$ cat src/rtl/muldiv_seq_pkg.sv
// Shared constants, state encoding and operand-signedness helpers for the RV32M sequencer.
package muldiv_seq_pkg;

  localparam logic [6:0] FUNCT7_MULDIV = 7'b0000001;

  localparam logic [2:0] FUNCT3_MUL    = 3'b000;
  localparam logic [2:0] FUNCT3_MULH   = 3'b001;
  localparam logic [2:0] FUNCT3_MULHSU = 3'b010;
  localparam logic [2:0] FUNCT3_MULHU  = 3'b011;
  localparam logic [2:0] FUNCT3_DIV    = 3'b100;
  localparam logic [2:0] FUNCT3_DIVU   = 3'b101;
  localparam logic [2:0] FUNCT3_REM    = 3'b110;
  localparam logic [2:0] FUNCT3_REMU   = 3'b111;

  typedef enum logic [2:0] {
    ST_IDLE = 3'd0,
    ST_MUL  = 3'd1,
    ST_DIV  = 3'd2,
    ST_FIX  = 3'd3,
    ST_DONE = 3'd4
  } muldiv_state_e;

  function automatic logic a_is_signed(input logic [2:0] f3);
    return (f3 == FUNCT3_MULH) || (f3 == FUNCT3_MULHSU) ||
           (f3 == FUNCT3_DIV)  || (f3 == FUNCT3_REM);
  endfunction

  function automatic logic b_is_signed(input logic [2:0] f3);
    return (f3 == FUNCT3_MULH) || (f3 == FUNCT3_DIV) || (f3 == FUNCT3_REM);
  endfunction

endpackage

$ cat src/rtl/muldiv_div_step.sv
// One restoring-divide step: shift in the next dividend bit, trial subtract, emit a quotient bit.
module muldiv_div_step
  import muldiv_seq_pkg::*;
#(
  parameter int XLEN = 32
) (
  input  logic [XLEN-1:0] rem_in,
  input  logic [XLEN-1:0] quo_in,
  input  logic [XLEN-1:0] divisor,
  output logic [XLEN-1:0] rem_out,
  output logic [XLEN-1:0] quo_out
);

  logic [XLEN:0] shifted_s;
  logic [XLEN:0] diff_s;

  // Shifted remainder is below twice the divisor, so the diff MSB is a clean borrow flag.
  always_comb begin
    shifted_s = {rem_in, quo_in[XLEN-1]};
    diff_s    = shifted_s - {1'b0, divisor};
    if (diff_s[XLEN]) begin
      rem_out = shifted_s[XLEN-1:0];
    end else begin
      rem_out = diff_s[XLEN-1:0];
    end
    quo_out = {quo_in[XLEN-2:0], ~diff_s[XLEN]};
  end

endmodule

$ cat src/rtl/muldiv_seq.sv
// RV32M multi-cycle MUL/DIV/REM sequencer for the EX stage.
// Define MULDIV_FAST_MUL_EN for a registered 33x33 multiplier (2-cycle multiply).
module muldiv_seq
  import muldiv_seq_pkg::*;
#(
  parameter int XLEN  = 32,
  parameter int CNT_W = 6
) (
  input  logic            clock,
  input  logic            reset,
  input  logic            start,
  input  logic [2:0]      funct3,
  input  logic [XLEN-1:0] op_a,
  input  logic [XLEN-1:0] op_b,
  input  logic            flush,
  output logic            stall,
  output logic            busy,
  output logic            done,
  output logic [XLEN-1:0] result
);

  function automatic logic [XLEN-1:0] cond_neg(input logic [XLEN-1:0] v, input logic n);
    return n ? (~v + XLEN'(1)) : v;
  endfunction

  muldiv_state_e   state_q;
  logic [2:0]      f3_q;
  logic            a_neg_q, b_neg_q;
  logic [CNT_W-1:0] cnt_q;
  logic [XLEN-1:0] b_q, rem_q, quo_q, result_q;
  logic            busy_q, done_q;

  logic            a_neg_s, b_neg_s, div_zero_s, div_ovf_s, last_step_s;
  logic [XLEN-1:0] a_mag_s, b_mag_s, special_s;
  logic [XLEN-1:0] rem_step_s, quo_step_s, fix_res_s;

  assign a_neg_s     = a_is_signed(funct3) & op_a[XLEN-1];
  assign b_neg_s     = b_is_signed(funct3) & op_b[XLEN-1];
  assign a_mag_s     = cond_neg(op_a, a_neg_s);
  assign b_mag_s     = cond_neg(op_b, b_neg_s);
  assign div_zero_s  = (op_b == '0);
  assign div_ovf_s   = b_is_signed(funct3) && (op_a == {1'b1, {(XLEN-1){1'b0}}}) && (op_b == '1);
  assign special_s   = div_zero_s ? (funct3[1] ? op_a : '1) : (funct3[1] ? '0 : op_a);
  assign last_step_s = (cnt_q == CNT_W'(XLEN-1));

  muldiv_div_step #(.XLEN(XLEN)) u_div_step (
    .rem_in  (rem_q),
    .quo_in  (quo_q),
    .divisor (b_q),
    .rem_out (rem_step_s),
    .quo_out (quo_step_s)
  );

`ifdef MULDIV_FAST_MUL_EN
  logic signed [XLEN:0]     fa_q, fb_q;
  logic signed [2*XLEN+1:0] fprod_s;
  assign fprod_s = (2*XLEN+2)'(fa_q) * (2*XLEN+2)'(fb_q);
`else
  logic [XLEN-1:0]   a_q;
  logic [2*XLEN-1:0] prod_q, prod_d, prod_fix_s;
  logic [XLEN:0]     sum_s;
  assign sum_s      = {1'b0, prod_q[2*XLEN-1:XLEN]} + (prod_q[0] ? {1'b0, a_q} : {(XLEN+1){1'b0}});
  assign prod_d     = {sum_s, prod_q[XLEN-1:1]};
  assign prod_fix_s = (a_neg_q ^ b_neg_q) ? (~prod_q + (2*XLEN)'(1)) : prod_q;
`endif

  // Result selection for the sign-fix cycle.
  always_comb begin
    fix_res_s = '0;
    case (f3_q)
      FUNCT3_DIV, FUNCT3_DIVU: fix_res_s = cond_neg(quo_q, a_neg_q ^ b_neg_q);
      FUNCT3_REM, FUNCT3_REMU: fix_res_s = cond_neg(rem_q, a_neg_q);
`ifdef MULDIV_FAST_MUL_EN
      default:                 fix_res_s = '0;
`else
      FUNCT3_MUL:              fix_res_s = prod_fix_s[XLEN-1:0];
      default:                 fix_res_s = prod_fix_s[2*XLEN-1:XLEN];
`endif
    endcase
  end

  // Sequencer FSM with registered busy/done/result.
  always_ff @(posedge clock or posedge reset) begin
    if (reset) begin
      state_q  <= ST_IDLE;
      f3_q     <= 3'b000;
      a_neg_q  <= 1'b0;
      b_neg_q  <= 1'b0;
      cnt_q    <= '0;
      b_q      <= '0;
      rem_q    <= '0;
      quo_q    <= '0;
      result_q <= '0;
      busy_q   <= 1'b0;
      done_q   <= 1'b0;
`ifdef MULDIV_FAST_MUL_EN
      fa_q     <= '0;
      fb_q     <= '0;
`else
      a_q      <= '0;
      prod_q   <= '0;
`endif
    end else if (flush) begin
      state_q <= ST_IDLE;
      busy_q  <= 1'b0;
      done_q  <= 1'b0;
    end else begin
      case (state_q)
        ST_IDLE: begin
          done_q <= 1'b0;
          if (start) begin
            f3_q    <= funct3;
            a_neg_q <= a_neg_s;
            b_neg_q <= b_neg_s;
            cnt_q   <= '0;
            b_q     <= b_mag_s;
            busy_q  <= 1'b1;
            if (funct3[2]) begin
              rem_q <= '0;
              quo_q <= a_mag_s;
              if (div_zero_s || div_ovf_s) begin
                result_q <= special_s;
                done_q   <= 1'b1;
                state_q  <= ST_DONE;
              end else begin
                state_q <= ST_DIV;
              end
            end else begin
`ifdef MULDIV_FAST_MUL_EN
              fa_q <= {a_is_signed(funct3) & op_a[XLEN-1], op_a};
              fb_q <= {b_is_signed(funct3) & op_b[XLEN-1], op_b};
`else
              a_q    <= a_mag_s;
              prod_q <= {{XLEN{1'b0}}, b_mag_s};
`endif
              state_q <= ST_MUL;
            end
          end
        end
        ST_MUL: begin
`ifdef MULDIV_FAST_MUL_EN
          result_q <= (f3_q == FUNCT3_MUL) ? fprod_s[XLEN-1:0] : fprod_s[2*XLEN-1:XLEN];
          done_q   <= 1'b1;
          state_q  <= ST_DONE;
`else
          prod_q <= prod_d;
          cnt_q  <= cnt_q + CNT_W'(1);
          if (last_step_s) state_q <= ST_FIX;
`endif
        end
        ST_DIV: begin
          rem_q <= rem_step_s;
          quo_q <= quo_step_s;
          cnt_q <= cnt_q + CNT_W'(1);
          if (last_step_s) state_q <= ST_FIX;
        end
        ST_FIX: begin
          result_q <= fix_res_s;
          done_q   <= 1'b1;
          state_q  <= ST_DONE;
        end
        ST_DONE: begin
          done_q  <= 1'b0;
          busy_q  <= 1'b0;
          state_q <= ST_IDLE;
        end
        default: begin
          done_q  <= 1'b0;
          busy_q  <= 1'b0;
          state_q <= ST_IDLE;
        end
      endcase
    end
  end

  assign stall  = ((state_q == ST_IDLE) & start & ~flush) |
                  (state_q == ST_MUL) | (state_q == ST_DIV) | (state_q == ST_FIX);
  assign busy   = busy_q;
  assign done   = done_q;
  assign result = result_q;

endmodule
$ cat config.mk
export PLATFORM = sky130hd
export DESIGN_NAME = muldiv_seq
export DESIGN_NICKNAME = d
export VERILOG_FILES = /design/src/rtl/muldiv_seq_pkg.sv /design/src/rtl/muldiv_div_step.sv /design/src/rtl/muldiv_seq.sv
export SDC_FILE = /design/constraint.sdc
export NUM_CORES = 1
export LEC_CHECK = 0
export CORE_MARGIN = 4
export CORE_UTILIZATION = 45
export DETAILED_ROUTE_END_ITERATION = 12
export PLACE_DENSITY = 0.63
export SYNTH_ARGS = -nofsm -noshare
export SYNTH_HDL_FRONTEND = slang
export SYNTH_SLANG_ARGS = --single-unit
$ cat constraint.sdc
create_clock -name clock -period 8.8 [get_ports clock]
set_input_delay 1.32 -clock clock [delete_from_list [all_inputs] [get_ports clock]]
set_output_delay 1.32 -clock clock [all_outputs]
set_load 0.05 [all_outputs]
# Yosys cells after proc, flatten, opt, wreduce, memory -nomap -nowiden
# Cells that the tools add are included.
[word_totals]
wordCells = 126
out_inout_bits = 35
input_bits = 71
register_bits = 240
[op_classes]
n_addsub = 8
muxes = 40
bitwise_logic = 16
n_eq_ne = 22
n_reduce_logical = 27
[ops]
columns = ["op", "n"]
rows = [
  ["2-to-1 mux 32 bit", 16],
  ["2-to-1 mux 64 bit", 3],
  ["one-hot mux 32 bit (2 select lines)", 3],
  ["adder 32 x 1 -> 32 bit, second input constant", 4],
  ["NOT 32 bit", 4],
  ["one-hot mux 64 bit (2 select lines)", 1],
  ["one-hot mux 32 bit (3 select lines)", 1],
  ["adder 64 x 1 -> 64 bit, second input constant", 1],
  ["== test 32 bit, second input constant", 2],
  ["NOT 64 bit", 1],
  ["adder 32 x 32 -> 33 bit", 1],
  ["subtractor 33 x 32 -> 33 bit", 1],
  ["logical NOT 32 bit", 1],
  ["== test 3 bit, second input constant", 6],
  ["2-to-1 mux 3 bit", 5],
  ["one-hot mux 6 bit (2 select lines)", 1],
  ["AND reduction 4 bit", 3],
  ["== test 3 x 2 -> 1 bit, second input constant", 3],
  ["one-hot mux 3 bit (3 select lines)", 1],
  ["inequality test 2 bit, second input constant", 4],
  ["nonzero test 2 bit", 4],
  ["adder 6 x 1 -> 6 bit, second input constant", 1],
  ["== test 3 x 1 -> 1 bit, second input constant", 2],
  ["== test 6 x 5 -> 1 bit, second input constant", 1],
  ["other kinds (19)", 43],
]

# Longest topological paths before layout
[logic_depth]
ltp_word = 11
mapped_depth = 16
ltp_nobuf = 14

# Hierarchy
# Synthesis repeated with hierarchy kept, for this count alone.
[unflattened]
cells_unflattened = 2411
hier_area_um2 = 19284.7
[modules_own_cells]
columns = ["mod", "cells_each", "area_each_um2", "n_inst", "seq_area_each_um2"]
rows = [
  ["muldiv_seq", 2075, 16693.5, 1, 6005.8],
  ["muldiv_div_step", 336, 2591.2, 1, 0.0],
]

# Worst setup path after synthesis
# OpenSTA, ideal clock, no wires.
[synth_path]
path_type = "input to register"
from = "in op_b[7]"
to = "reg result_q[20] (netlist: result[20])"
slack_ns = 4.536
stages = 10
path_buffers = 2
t_required_ns = 8.690
t_arrival_ns = 4.154
cell_sequence = "or4_1 > nor4_1 > and2_1 > nand4_1 > nor3_1 > nor2_1 > or4_1 > clkbuf_1 > clkbuf_1 > o41ai_1"
[synth_via]
elab_chain_len = 6
elab_cells_between_ends = 11
classes_between = "2 x eq/ne; 5 x mux; 4 x reduce/logical"
[synth_rtl]
columns = ["element", "line_no", "rtl"]
rows = [
  ["start, declared", "muldiv_seq.sv:14", "input logic [XLEN-1:0] op_b,"],
  ["logical NOT 32 bit", "muldiv_seq.sv:41", "assign div_zero_s = (op_b == '0);"],
  ["2-to-1 mux 32 bit", "muldiv_seq.sv:43", "assign special_s = div_zero_s ? (funct3[1] ? op_a : '1) : (funct3[1] ? '0 : op_a);"],
  ["2-to-1 mux 32 bit", "muldiv_seq.sv:121", "if (div_zero_s || div_ovf_s) begin"],
  ["2-to-1 mux 32 bit", "muldiv_seq.sv:118", "if (funct3[2]) begin"],
  ["2-to-1 mux 32 bit", "muldiv_seq.sv:111", "if (start) begin"],
  ["one-hot mux 32 bit (2 select lines)", "muldiv_seq.sv:108", "case (state_q)"],
  ["end signal, assigned", "muldiv_seq.sv:122", "result_q <= special_s;"],
  ["end signal, assigned", "muldiv_seq.sv:158", "result_q <= fix_res_s;"],
  ["end, declared", "muldiv_seq.sv:30", "logic [XLEN-1:0] b_q, rem_q, quo_q, result_q;"],
]
# Several ways; a longest one is shown, not always the timed one. The select of a mux whose other input is x is not followed.
# A chain may end at the register's enable or synchronous reset.

# Worst setup path after layout
[layout_path]
from = "in op_b[7]"
to = "reg result_q[27] (netlist: result[27])"
# Same word-level chain as after synthesis.

==> results summary <==
Dividing the final minimum period by the clock period gives 58.1%. The most common flop cell mapped by yosys is dfrtp_1. Buffers inserted during clock tree synthesis total 29.

The worst hold slack after final layout is 472 ps. The final weighted congestion of routability-driven global placement is 1.04. The peak per-stage delay on the critical path came out at 640 ps. By instance count, the leading cell after synthesis is nand2_1. The clock tree skew after final layout came out at 22.9 ps. The first-pass GRT wire length came out at 100000 µm. The placeable core area is 40000 µm². Traced cell by cell, the critical path runs through clkdlybuf4s50_1 > or4_1 > nor4_1 > and2_1 > nand4_1 > nor3_2 > buf_4 > nor2_1 > or4_1 > buf_4 > inv_2 > nand2_1 > o221a_2.

The count of warnings emitted by yosys is 0. The die footprint came out at 44100 µm². The clock-pin slew on the worst setup and hold paths is 60 ps. Setup repair after global routing left no endpoint under its margin.

The number of core rows is 73. The number of gates resized after CTS came out at 0. After detailed routing, the number of remaining DRC violations is 0. The worst hold path begins at a_q[31]. By area the synthesized netlist is led by dfrtp_1 (33%), o21ai_0 (8.6%), nand2_1 (6.5%). The run finished with clean final reports.

The number of nets produced by synthesis came out at 2450. In the global route stage, overall resource usage came out at 28.6%. The number of pins with negative max-slew slack in the final report came to 0. The sink count of the clock tree came out at 240. The number of global-route vias before repair was 16621. The post-CTS setup-driven buffer insertion count is 0.

The reg-to-reg startpoint is prod_q[0]. The via total after detailed routing is 17867. After detailed routing, the total wire length is 64900 µm. The starting utilization of the core area came out at 45.9%. Among all stages on the critical path, the largest delay is contributed by or4_1. The final-report setup violation count is 0. Buffers placed on the I/O ports in this run total 105. IR analysis of the VDD net gives a maximum drop of 238 µV. The number of antenna cells inserted is 0.

The synthesis-stage register bit count came out at 240. The leakage power is 8.83 nW. The number of buffers between clock root and the deepest sink is 3. Summed over all instances, the cell type with the most area after synthesis is dfrtp_1. Once detail routing completed, the nets flagged for antenna violations numbered 0.

Dividing total power by cell area gives a power density of 412 nW/µm². The number of cells on the worst reg-to-reg path came out at 15. For flop-to-flop paths, the worst setup slack is 4050 ps.

The initial antenna violation count is 1. The largest fanout on the critical path is 45. Measured along the y axis, the die boundary spans 210 µm.

The via density per instance came out at 6.20. The max-cap violation count is 0. The routed wire length per instance is 22.5 µm. The actual slew at the worst max-slew pin came out at 1300 ps.

The number of violations reported at the end of detailed-routing iteration 0 is 2067. In the synthesized netlist, the cells that appear most often are nand2_1 (319), o21ai_0 (316), dfrtp_1 (240). The fraction of final layout cells sized beyond drive strength 1 is 5.26%.

The cell depth of the worst hold path is 2. The min-delay analysis places its worst path in the category reg -> reg. The count of hold buffers inserted by post-cts repair came out at 0. Entering global routing, the biggest net connects 127 pins. The remaining global-route overflow came out at 0. The half-perimeter wire length after placement is 48800 µm. TritonCTS built the clock tree.

The setup TNS after final layout is 0 ps. The worst setup path is captured at a register. The maximum achievable frequency came out at 196 MHz.

Summing the sequential cell areas from Yosys gives 32.7% of the chip area. The worst flop-to-flop path endpoint is prod_q[61]. Measured on the finished design, the core utilization comes to 52.2%. The area of the mapped netlist is 18400 µm². STA classifies the critical path startpoint as a primary input. The worst setup path is of the in -> reg kind. For this run, asynchronously set or reset flops after synthesis account for 100%.

The netlist uses 71 different library cells. The number of nets in the final layout is 2479. Subtracting the final worst setup slack from the clock period gives 5110 ps. After synthesis, the mean cell area works out to 7.96 µm².

Compared with the post-synthesis result, the final layout area differs by 13.7%. The cell count after synthesis is 2306. The worst hold path terminates at a_q[31]. The final hold violation count is 0. The synthesized design contains 0 enable-type register cells.

The number of top-level pins is 106. The area share of the largest cell type after synthesis is 32.7%. The worst slew margin relative to its limit is 12.3%. The clock latency reported for the late side of the worst-skew pair is 580 ps. The critical path required time came out at 9270 ps. The first detailed-routing pass ran for 7 iterations.

In this run the clock root is driven by a clkbuf_16. In this run the number of H-tree levels came out at 1. The width of the die is 210 µm. The arrival time of data at the critical path endpoint came out at 5590 ps.
==> critical path, delay by kind of cell <==
family	cells	cell delay, ps
AND/OR/NAND/NOR	8	2450
AO/OA/AOI/OAI	1	320
buffers and inverters	4	1460
==> report_power, final <==
group / switching (W) / internal [W]
Sequential: 0.000670 / 0.00157
Clock: 0.000522 / 0.000798
Combinational: 0.00309 / 0.00196
Total: 0.00428 / 0.00433
==> per-stage QoR <==
step	setup slack (ps)	power, W	cells	instance area [µm²]
2_1_floorplan	892	0.00574	2306	18400
3_3_place_gp	3320	0.00710	2829	19800
3_5_place_dp	3190	0.00719	2829	19800
4_1_cts	3760	0.00854	2882	20900
5_1_grt	3370	0.00923	2882	20900
6_report	3690	0.00861	2882	20900
==> routing by layer <==
layer | GRT usage, % | up-vias | wire [µm]
met5 | 0 | - | 0
met4 | 9.54 | 0 | 2160
met3 | 4.29 | 118 | 5480
met2 | 43.9 | 859 | 28400
met1 | 41.7 | 8579 | 28800
li1 | - | 8311 | -
==> placed cells by master (no fill, tap or decap), types with 11 or more instances in the layout <==
master	instances
nand2_1	318
o21ai_0	316
dfrtp_1	240
a21oi_1	160
nor2_1	156
xnor2_1	125
clkdlybuf4s50_1	105
xor2_1	102
ha_1	71
inv_1	64
and2_1	44
o31ai_1	41
nand3_1	37
mux2i_1	37
nor3_1	36
a21o_1	32
nand2b_1	31
clkbuf_16	29
o211ai_1	25
buf_4	24
nor4_1	22
or3_1	22
nand4_1	21
a31oi_1	20
o41ai_1	19
or4_1	18
a221oi_1	16
maj3_1	15
a211oi_1	14
and3_1	12
nor2b_1	11
==> state kept, by name (all words and copies together), names as in the netlist <==
register and count:
busy 1, result 32, done 1, quo_q 32, cnt_q 6, a_neg_q 1
b_q 32, a_q 32, f3_q 3, prod_q 64, rem_q 32, state_q 3
b_neg_q 1
==> how the worst max path moves through the flow <==
stage / from / to / slack (ps) / cells after the start
4_1_cts: flush / stall / 3760 / 6
3_3_place_gp: op_b[7] / result[29] / 3320 / 13
2_1_floorplan: reset / a_neg_q / 890 / 1
6_report: op_b[7] / result[27] / 3690 / 13
3_5_place_dp: op_b[7] / result[23] / 3190 / 13
5_1_grt: op_b[7] / result[19] / 3370 / 13
==> layout make-up <==
cell class / count / area [µm²]
fillers: 3840 / 19100
multi-input cells: 1867 / 11700
flip-flops and latches: 240 / 6010
repair buffers: 130 / 1250
clock buffers: 36 / 812
well taps: 525 / 657
inverters: 67 / 259
clock inverters: 17 / 224
==> cell families after synthesis <==
kind of cell               Yosys count  synth area share (%)
xor gates and xnor gates           229                  10.9
muxes                               40                  2.20
adders and majority gates           88                  5.87
buffers and inverters              199                  4.12
DFF                                240                  32.7
AOI/OAI and AO/OA                  741                  24.5
and+or+nand+nor                    769                  19.7
(Power assumes the default switching activity.)
